## src/rtl/alu_operand_stage.sv

```systemverilog
// ID/EX operand stage: EX pipeline register, MEM/WB forwarding into the ALU
// operands, load-use stall detection and bubble insertion on stall or flush.
module alu_operand_stage #(
   parameter int unsigned XLEN = 32
) (
   input  logic            clk,
   input  logic            reset,

   input  logic            validd,
   input  logic [4:0]      rs1d,
   input  logic [4:0]      rs2d,
   input  logic [4:0]      rdd,
   input  logic [XLEN-1:0] rd1d,
   input  logic [XLEN-1:0] rd2d,
   input  logic [XLEN-1:0] immextd,
   input  logic            alusrcd,
   input  logic [2:0]      alucontrold,
   input  logic            regwrited,
   input  logic            memreadd,

   input  logic            flushe,

   input  logic [4:0]      rdm,
   input  logic            regwritem,
   input  logic [XLEN-1:0] aluresultm,
   input  logic [4:0]      rdw,
   input  logic            regwritew,
   input  logic [XLEN-1:0] resultw,

   output logic [XLEN-1:0] srcae,
   output logic [XLEN-1:0] srcbe,
   output logic [XLEN-1:0] writedatae,
   output logic [2:0]      alucontrole,
   output logic [4:0]      rde,
   output logic            regwritee,
   output logic            memreade,
   output logic            valide,
   output logic            stalld
);

   localparam int unsigned REG_W = 5;
   localparam int unsigned OP_W  = 3;

   typedef struct packed {
      logic             valid;
      logic [REG_W-1:0] rs1;
      logic [REG_W-1:0] rs2;
      logic [REG_W-1:0] rd;
      logic [XLEN-1:0]  rd1;
      logic [XLEN-1:0]  rd2;
      logic [XLEN-1:0]  imm;
      logic             alusrc;
      logic [OP_W-1:0]  alucontrol;
      logic             regwrite;
      logic             memread;
   } ex_reg_t;

   ex_reg_t         ex_q;
   ex_reg_t         ex_d;
   logic [XLEN-1:0] fwd_a_c;
   logic [XLEN-1:0] fwd_b_c;

   // Load-use hazard: a load in EX whose rd is read by the decode instruction.
   // rs2 is compared even for immediate forms, which is conservative but safe.
   always_comb begin
      stalld = 1'b0;
      if (ex_q.valid && ex_q.memread && (ex_q.rd != '0) && validd &&
          ((rs1d == ex_q.rd) || (rs2d == ex_q.rd))) begin
         stalld = 1'b1;
      end
   end

   // Next EX contents: bubble on flush or stall, otherwise the decode inputs.
   always_comb begin
      ex_d = '0;
      if (!flushe && !stalld) begin
         ex_d.valid      = validd;
         ex_d.rs1        = rs1d;
         ex_d.rs2        = rs2d;
         ex_d.rd         = rdd;
         ex_d.rd1        = rd1d;
         ex_d.rd2        = rd2d;
         ex_d.imm        = immextd;
         ex_d.alusrc     = alusrcd;
         ex_d.alucontrol = alucontrold;
         ex_d.regwrite   = regwrited;
         ex_d.memread    = memreadd;
      end
   end

   // EX pipeline register.
   always_ff @(posedge clk or negedge reset) begin
      if (!reset) begin
         ex_q <= '0;
      end else begin
         ex_q <= ex_d;
      end
   end

   // Operand A forward: MEM beats WB, x0 is never forwarded.
   always_comb begin
      fwd_a_c = ex_q.rd1;
      if (regwritem && (rdm != '0) && (rdm == ex_q.rs1)) begin
         fwd_a_c = aluresultm;
      end else if (regwritew && (rdw != '0) && (rdw == ex_q.rs1)) begin
         fwd_a_c = resultw;
      end
   end

   // Operand B forward: same rules as A, keyed on rs2.
   always_comb begin
      fwd_b_c = ex_q.rd2;
      if (regwritem && (rdm != '0) && (rdm == ex_q.rs2)) begin
         fwd_b_c = aluresultm;
      end else if (regwritew && (rdw != '0) && (rdw == ex_q.rs2)) begin
         fwd_b_c = resultw;
      end
   end

   // ALU-facing outputs; a bubble presents add 0+0.
   always_comb begin
      srcae       = fwd_a_c;
      writedatae  = fwd_b_c;
      srcbe       = ex_q.alusrc ? ex_q.imm : fwd_b_c;
      alucontrole = ex_q.alucontrol;
      rde         = ex_q.rd;
      regwritee   = ex_q.regwrite;
      memreade    = ex_q.memread;
      valide      = ex_q.valid;
   end

endmodule

```

## config.mk

```make
export PLATFORM = sky130hd
export DESIGN_NAME = alu_operand_stage
export DESIGN_NICKNAME = d
export VERILOG_FILES = /design/src/rtl/alu_operand_stage.sv
export SDC_FILE = /design/constraint.sdc
export NUM_CORES = 1
export LEC_CHECK = 0
export BUFFER_PORTS_ARGS = -buffer_cell sky130_fd_sc_hd__buf_2
export CAP_MARGIN = 10
export CORE_ASPECT_RATIO = 1.4
export CORE_MARGIN = 2
export CORE_UTILIZATION = 42
export CTS_CLUSTER_DIAMETER = 40
export DETAILED_ROUTE_END_ITERATION = 12
export GPL_TIMING_DRIVEN = 0
export HOLD_SLACK_MARGIN = 0.12
export PLACE_DENSITY = 0.71
export SYNTH_ARGS = -nofsm -noshare
export SYNTH_HDL_FRONTEND = slang
export SYNTH_SLANG_ARGS = --single-unit
```

## constraint.sdc

```tcl
create_clock -name clk -period 2.2 [get_ports clk]
set_clock_uncertainty 0.1 [all_clocks]
set_input_delay 0.22 -clock clk [delete_from_list [all_inputs] [get_ports clk]]
set_output_delay 0.22 -clock clk [all_outputs]
set_load 0.05 [all_outputs]
```

==> results of run 1 <==
-- flip-flops by register name, indices dropped and copies added, names as in the netlist --
name,flops
memreade,1
alucontrole,3
rde,5
valide,1
ex_q,107
regwritee,1
-- per-layer routing --
metal | share of wire | wire (um)
met4 | 0.14 | 6350
met3 | 0.13 | 5940
met5 | 0.00028 | 13
met2 | 0.45 | 20900
met1 | 0.29 | 13400
-- worst register-to-register path: stages, from the launching register on --
cell and delay, ns:
dfrtp_1 0.44, xnor2_1 0.31, nand3_1 0.25, o22ai_4 0.22
a21oi_4 0.13, buf_12 0.19, buf_4 0.15, clkbuf_2 0.21
and2_1 0.26
-- repair_timing --
item | CTS | global route
cloned | 11 | 1
hold endpoints to repair | 236 | 0
resized for setup | 490 | 120
setup buffers | 40 | 19
setup endpoints to repair | 214 | 185
pin swaps | 42 | 34
hold buffers | 119 | 0
-- cell type report --
cell class                 count  share of cell area
buffer                        50              0.0385
antenna                       13             0.00236
tap                          189              0.0172
clock buffer                  20              0.0325
clock inverter                12             0.00946
inverter                      26             0.00709
multi-input combinational    437               0.357
sequential                   118               0.215
timing repair buffer         494               0.321
-- placed cells by master, fill, tap and decap left out, drive strengths merged --
cell / n
diode: 13
dlygate4sd3: 119
nand4: 3
mux2i: 32
and2: 119
nand2: 8
and3: 6
nor4: 1
bufinv: 2
o22ai: 1
dfrtp: 118
clkbuf: 50
clkinv: 8
o31ai: 6
or4: 3
or3: 26
a221oi: 6
clkinvlp: 2
mux2: 26
a31oi: 26
nor3: 27
o21ai: 27
inv: 26
or2: 2
nor2: 48
xnor2: 26
xor2: 4
o211ai: 2
nand3: 4
buf: 395
a21oi: 34
-- power by group --
| group | leakage [nW] | internal [mW] | switching, mW |
|---|---|---|---|
| Sequential | 1.52 | 2.28 | 0.0965 |
| Combinational | 4.22 | 1.18 | 1.62 |
| Clock | 0.280 | 1.70 | 1.19 |
-- how the worst max path moves through the flow --
stage,start,end,slack [ns],depth (start not counted)
6_report,ex_q[111],srcbe[15],-1.18,8
5_1_grt,ex_q[109],srcbe[15],-1.38,9
4_1_cts,ex_q[108],srcbe[27],-0.57,9
3_5_place_dp,ex_q[109],srcbe[3],-0.86,7
3_3_place_gp,ex_q[109],srcbe[3],-0.83,7
2_1_floorplan,ex_q[111],srcbe[0],-0.24,7
-- metrics by stage --
stage	instance area, um2	hold slack, ns	worst slack [ns]	cells	power [mW]
6_report	13800	0.211	-1.18	1359	8.07
5_1_grt	13800	0.196	-1.38	1356	8.14
4_1_cts	13100	0.222	-0.575	1328	7.43
3_5_place_dp	9010	0.0910	-0.861	1128	4.05
3_3_place_gp	8980	0.326	-0.830	1127	4.03
2_1_floorplan	7220	-0.176	-0.240	634	3.52
-- kinds of logic (layout without fill, tap and decap cells) --
kind of cell / Yosys count / in the layout / share of synthesized area
other: 0 / 13 / 0
xor gates and xnor gates: 30 / 30 / 0.0426
DFF: 118 / 118 / 0.479
buffers and inverters: 79 / 602 / 0.0568
muxes: 58 / 58 / 0.0995
AOI/OAI and AO/OA: 102 / 102 / 0.0982
and+or+nand+nor: 247 / 247 / 0.224
==> summary.txt, run 1 <==
Status
  • Status: finished, violations left
  • Failing checks: setup timing

Global route
  • Initial antenna violation count: 10
  • GR Layer Usage met2: 0.743
  • Busiest metal layer after global routing: met2
  • Met1 usage: 0.435
  • Vias in the first global route: 8437
  • Largest net degree at the start of global routing: 71
  • Total Routing Usage GR: 0.416
  • Grt met3 use: 0.0932
  • Global-route wire length before repair: 48600 um
  • Total grt overflow: 0

Clock tree
  • CTS Sinks: 118
  • TritonCTS clock tree: built
  • Clock slew at reported path FFs: 0.07 ns
  • Worst skew pair latency: 0.43 ns
  • H-tree depth: 4
  • CTS Buffer Depth: 2
  • Total CTS buffers: 17
  • Root Driver: clkbuf_16

Floorplanning
  • Total die area: 15700 um2
  • # IOs: 305
  • Die height: 147 um
  • Row Count: 52
  • Core Box Area: 14400 um2
  • Initial cell density of the core: 0.429
  • Die Wd: 106 um

Critical path
  • Reg-to-reg slack, setup: -0.17 ns
  • Family with the most delay on the worst path: simple AND/OR/NAND/NOR gates
  • Crit Reg-Reg Startpoint: rde[4]
  • Crit-path slowest cell: nor3_2
  • CP Capture Type: output port
  • Kind of start point of the critical path: flop
  • Reg-to-reg endpoint: ex_q[47]
  • Crit path kind: reg -> out
  • Critical path, cell by cell: xnor2_2 > nand4_1 > buf_6 > buf_2 > nor3_2 > a31oi_4 > mux2_4 > buf_8
  • Required time of the critical path: 1.88 ns
  • Worst reg2reg path depth: 8
  • Buf/Inv on CP: 3
  • CP Data Arrival Time: 3.06 ns
  • CP Max Fanout: 10
  • Slowest stage delay, CP: 0.56 ns

Timing
  • Relative slew slack: 0.367
  • Tcrit/Tclk final: 1.53
  • Worst Max-Slew Pin Slew: 0.949 ns
  • Final Hold Vio Count: 0
  • Max-slew violations: 0
  • RSZ-0062 raised after global routing: true
  • Worst setup margin: -1.18 ns
  • Achievable Freq: 296 MHz
  • Final-report setup violation count: 197
  • TNS Setup: -96.17 ns
  • Post-layout min period: 3.38 ns

Pwr
  • Worst VDD drop: 0.554 mV
  • Static Leak: 6.01 nW
  • PwrDens: 587 nW/um2

Min path
  • Hold WC Path Type: in -> reg
  • Cells on Worst Hold Path: 4
  • Hold EP: ex_q[8]
  • Min-delay src: flushe

Final layout
  • Core Util, Final: 0.957
  • Register area: 2960 um2
  • Fill cells: 320
  • Multi-input gate area: 4920 um2
  • Final nets: 1341
  • Synth-to-Final Area Change: 123%
  • Share of layout cells above drive strength 1: 0.608

Yosys
  • Synth unique cells: 32
  • Yosys reg bits: 118
  • EDFF count, synth: 0
  • Share of Yosys cell area claimed by the top area cell type: 0.479
  • Sequential element share of the synthesized area: 0.479
  • Syn Inst Count: 634
  • Cell with the most instances after synthesis: and2_1
  • Synth cell count leaders: and2_1 (119), dfrtp_1 (118), nor2_1 (48)
  • Top cells by area, synth: dfrtp_1 (48%), and2_1 (12%), mux2i_1 (5.2%)
  • Post-Syn Nets: 831
  • Cell Area, Synth: 6160 um2
  • Post-synth top flop: dfrtp_1
  • Asr flop ratio synth: 1.00
  • Mean Syn Cell Area: 9.72 um2
  • Synth warn: 0
  • Largest area contributor in the netlist: dfrtp_1

Placement
  • Buffers on Ports: 304
  • RD Place Congestion: 0.847
  • Final HPWL DP: 17100 um

Flow run
  • Max Cap Viol: 0

Drt
  • Post-route antenna net violation count: 0
  • DR iter-0 viols: 1187
  • Drc violations: 0
  • Final wirelength: 46600 um
  • Via/cell ratio: 6.72
  • Routed len/inst: 34.3 um
  • Via count: 9138
  • DR pass1 iterations: 8
(Power assumes the default switching activity.)
==> run 2: changes to the inputs <==
--- a/config.mk
+++ b/config.mk
@@ -10,6 +10,7 @@
 export CORE_ASPECT_RATIO = 1.4
 export CORE_MARGIN = 2
 export CORE_UTILIZATION = 42
+export CTS_BUF_LIST = sky130_fd_sc_hd__clkbuf_8
 export CTS_CLUSTER_DIAMETER = 40
 export DETAILED_ROUTE_END_ITERATION = 12
 export GPL_TIMING_DRIVEN = 0
==> run 2 against run 1 <==
  * Via count down 0.96%
  * Cell count up 0.22%
  * Routed wire length down 1.3%
  * The flow still finishes with violations (setup timing)
  * Sequential share of layout area up 0.14 points
==> summary.txt, run 2 (synthesized netlist as in run 1, its figures left out) <==
Final layout
  • Commonest cells after routing, fill and taps aside: buf_2 (208), and2_1 (119), dlygate4sd3_1 (119), dfrtp_1 (115), buf_6 (78)
  • Fill cells: 357
  • Register bank with the most flops: ex_q
  • Register area: 2960 um2
  • Multi-input gate area: 4980 um2
  • Final nets: 1347
  • Max reg flops: 107
  • Synth-to-Final Area Change: 122%
  • Share of layout cells above drive strength 1: 0.610
  • Most common cell after layout, fill and taps aside: buf_2
  • Post-route insts no fill: 1362

Placement
  • Placed Cells: 1128
  • Buffers on Ports: 304
  • RD Place Congestion: 0.847
  • Final HPWL DP: 17100 um
  • Dpl ws: -0.861 ns

Critical path
  • Slowest stage delay, CP: 0.89 ns
  • Crit path kind: reg -> out
  • Family with the most delay on the worst path: compound AO/OA/AOI/OAI gates
  • CP Capture Point: srcbe[2]
  • Required time of the critical path: 1.88 ns
  • Crit Reg-Reg Startpoint: rde[2]
  • Critical path, cell by cell: xnor2_1 > nand4_1 > buf_6 > buf_4 > clkbuf_4 > o21ai_0 > a31oi_4 > mux2_4 > buf_8
  • CP Data Arrival Time: 3.58 ns
  • Buf/Inv on CP: 4
  • CP Max Fanout: 5
  • Worst reg2reg path depth: 7
  • Reg-to-reg endpoint: ex_q[58]
  • Reg-to-reg slack, setup: -0.14 ns
  • Kind of start point of the critical path: flop
  • CP Capture Type: output port
  • Critical Path Source: ex_q[108]
  • Stages on the worst setup path: 9
  • Crit-path slowest cell: o21ai_0

Timing
  • RSZ-0062 raised after global routing: true
  • Tcrit/Tclk final: 1.77
  • Max-slew violations: 0
  • Final-report setup violation count: 162
  • Worst setup margin: -1.70 ns
  • Relative slew slack: 0.244
  • Achievable Freq: 256 MHz
  • Worst Max-Slew Pin Slew: 1.12 ns
  • Post-layout min period: 3.90 ns
  • Final Hold Vio Count: 0

Status
  • Status: finished, violations left
  • Failing checks: setup timing

Floorplanning
  • Row Count: 52
  • Initial cell density of the core: 0.429
  • Die height: 147 um
  • Total die area: 15700 um2
  • Core Box Area: 14400 um2
  • # IOs: 305
  • Die Wd: 106 um

Clock tree
  • Total CTS buffers: 17
  • CTS Buffer Depth: 2
  • H-tree depth: 4
  • Clock slew at reported path FFs: 0.10 ns
  • Worst skew pair latency: 0.47 ns
  • Root Driver: clkbuf_8
  • CTS Sinks: 118
  • TritonCTS clock tree: built

Pwr
  • PwrDens: 533 nW/um2
  • Power Total: 7.28 mW
  • Static Leak: 5.95 nW
  • Worst VDD drop: 0.693 mV

Global route
  • Initial antenna violation count: 8
  • Total Routing Usage GR: 0.396
  • Largest net degree at the start of global routing: 71
  • Total grt overflow: 0
  • Global-route wire length before repair: 46500 um
  • Vias in the first global route: 8301

Drt
  • Via/cell ratio: 6.64
  • Drc violations: 0
  • Routed len/inst: 33.8 um
  • Via count: 9050
  • DR pass1 iterations: 6
  • DR iter-0 viols: 1179
  • Post-route antenna net violation count: 0
  • Final wirelength: 46000 um

Flow run
  • Max Cap Viol: 0

Min path
  • Hold WC Path Type: in -> async
-- run 2: changes by cell type in the layout (fill, tap and decap cells not counted), moves of 4 or more --
cell and delta:
o21ai_1 -5, nor2_2 +7, buf_4 +4, buf_12 +7, nor2_4 -6, o21ai_2 +4, clkbuf_16 -19, buf_8 -7
buf_6 +4, clkbuf_8 +16, mux2i_4 +8, mux2i_2 -7
-- run 2: worst min-delay path by stage --
stage               startpoint             end  slack [ns]  cells past startpoint
global placement    immextd[2]         ex_q[8]        0.33                      2
CTS                      reset       regwritee        0.19                      2
detailed placement       reset  alucontrole[1]        0.09                      1
finish                   reset  alucontrole[0]        0.17                      2
global route             reset  alucontrole[0]        0.19                      2
floorplan                reset  alucontrole[0]       -0.18                      0
-- run 2: area by class of cell --
cell class                      count  area share
Antenna cell                       10     0.00183
Buffer                             49      0.0379
Timing Repair Buffer              500       0.327
Inverter                           26     0.00714
Clock inverter                     14      0.0101
Tap cell                          189      0.0173
Clock buffer                       18      0.0181
Sequential cell                   118       0.216
Multi-Input combinational cell    438       0.364
-- run 2: per-layer routing --
layer,GRT usage,vias to the layer above,share of wire
met5,0,-,0.00061
li1,-,3194,-
met3,0.0923,553,0.13
met2,0.709,1141,0.44
met4,0.249,4,0.14
met1,0.410,4158,0.28
-- run 2: through the flow --
step	TNS, ns	utilization	instance area [um2]	hold slack, ns
after global placement	-183.97	0.625	8980	0.326
after global routing	-84.36	0.949	13700	0.187
after detailed placement	-100.15	0.627	9010	0.0910
after floorplan	-7.76	-	7220	-0.176
after CTS	-50.21	0.886	12700	0.186
final	-81.76	0.950	13700	0.173
-- run 2: repair_timing --
| item | 4_1_cts | 5_1_grt |
|---|---|---|
| cloned | 13 | 2 |
| pin swaps | 40 | 42 |
| endpoints found under the setup margin | 214 | 144 |
| hold buffers | 119 | 0 |
| hold endpoints to repair | 236 | 0 |
| resized for setup | 427 | 192 |
| buffers inserted | 41 | 24 |
-- run 2: power by group --
group          switching [mW]  total, mW  leakage (nW)  internal, mW
Sequential             0.0997       2.38          1.52          2.28
Clock                    1.13       2.15         0.201          1.03
Combinational            1.59       2.75          4.23          1.16
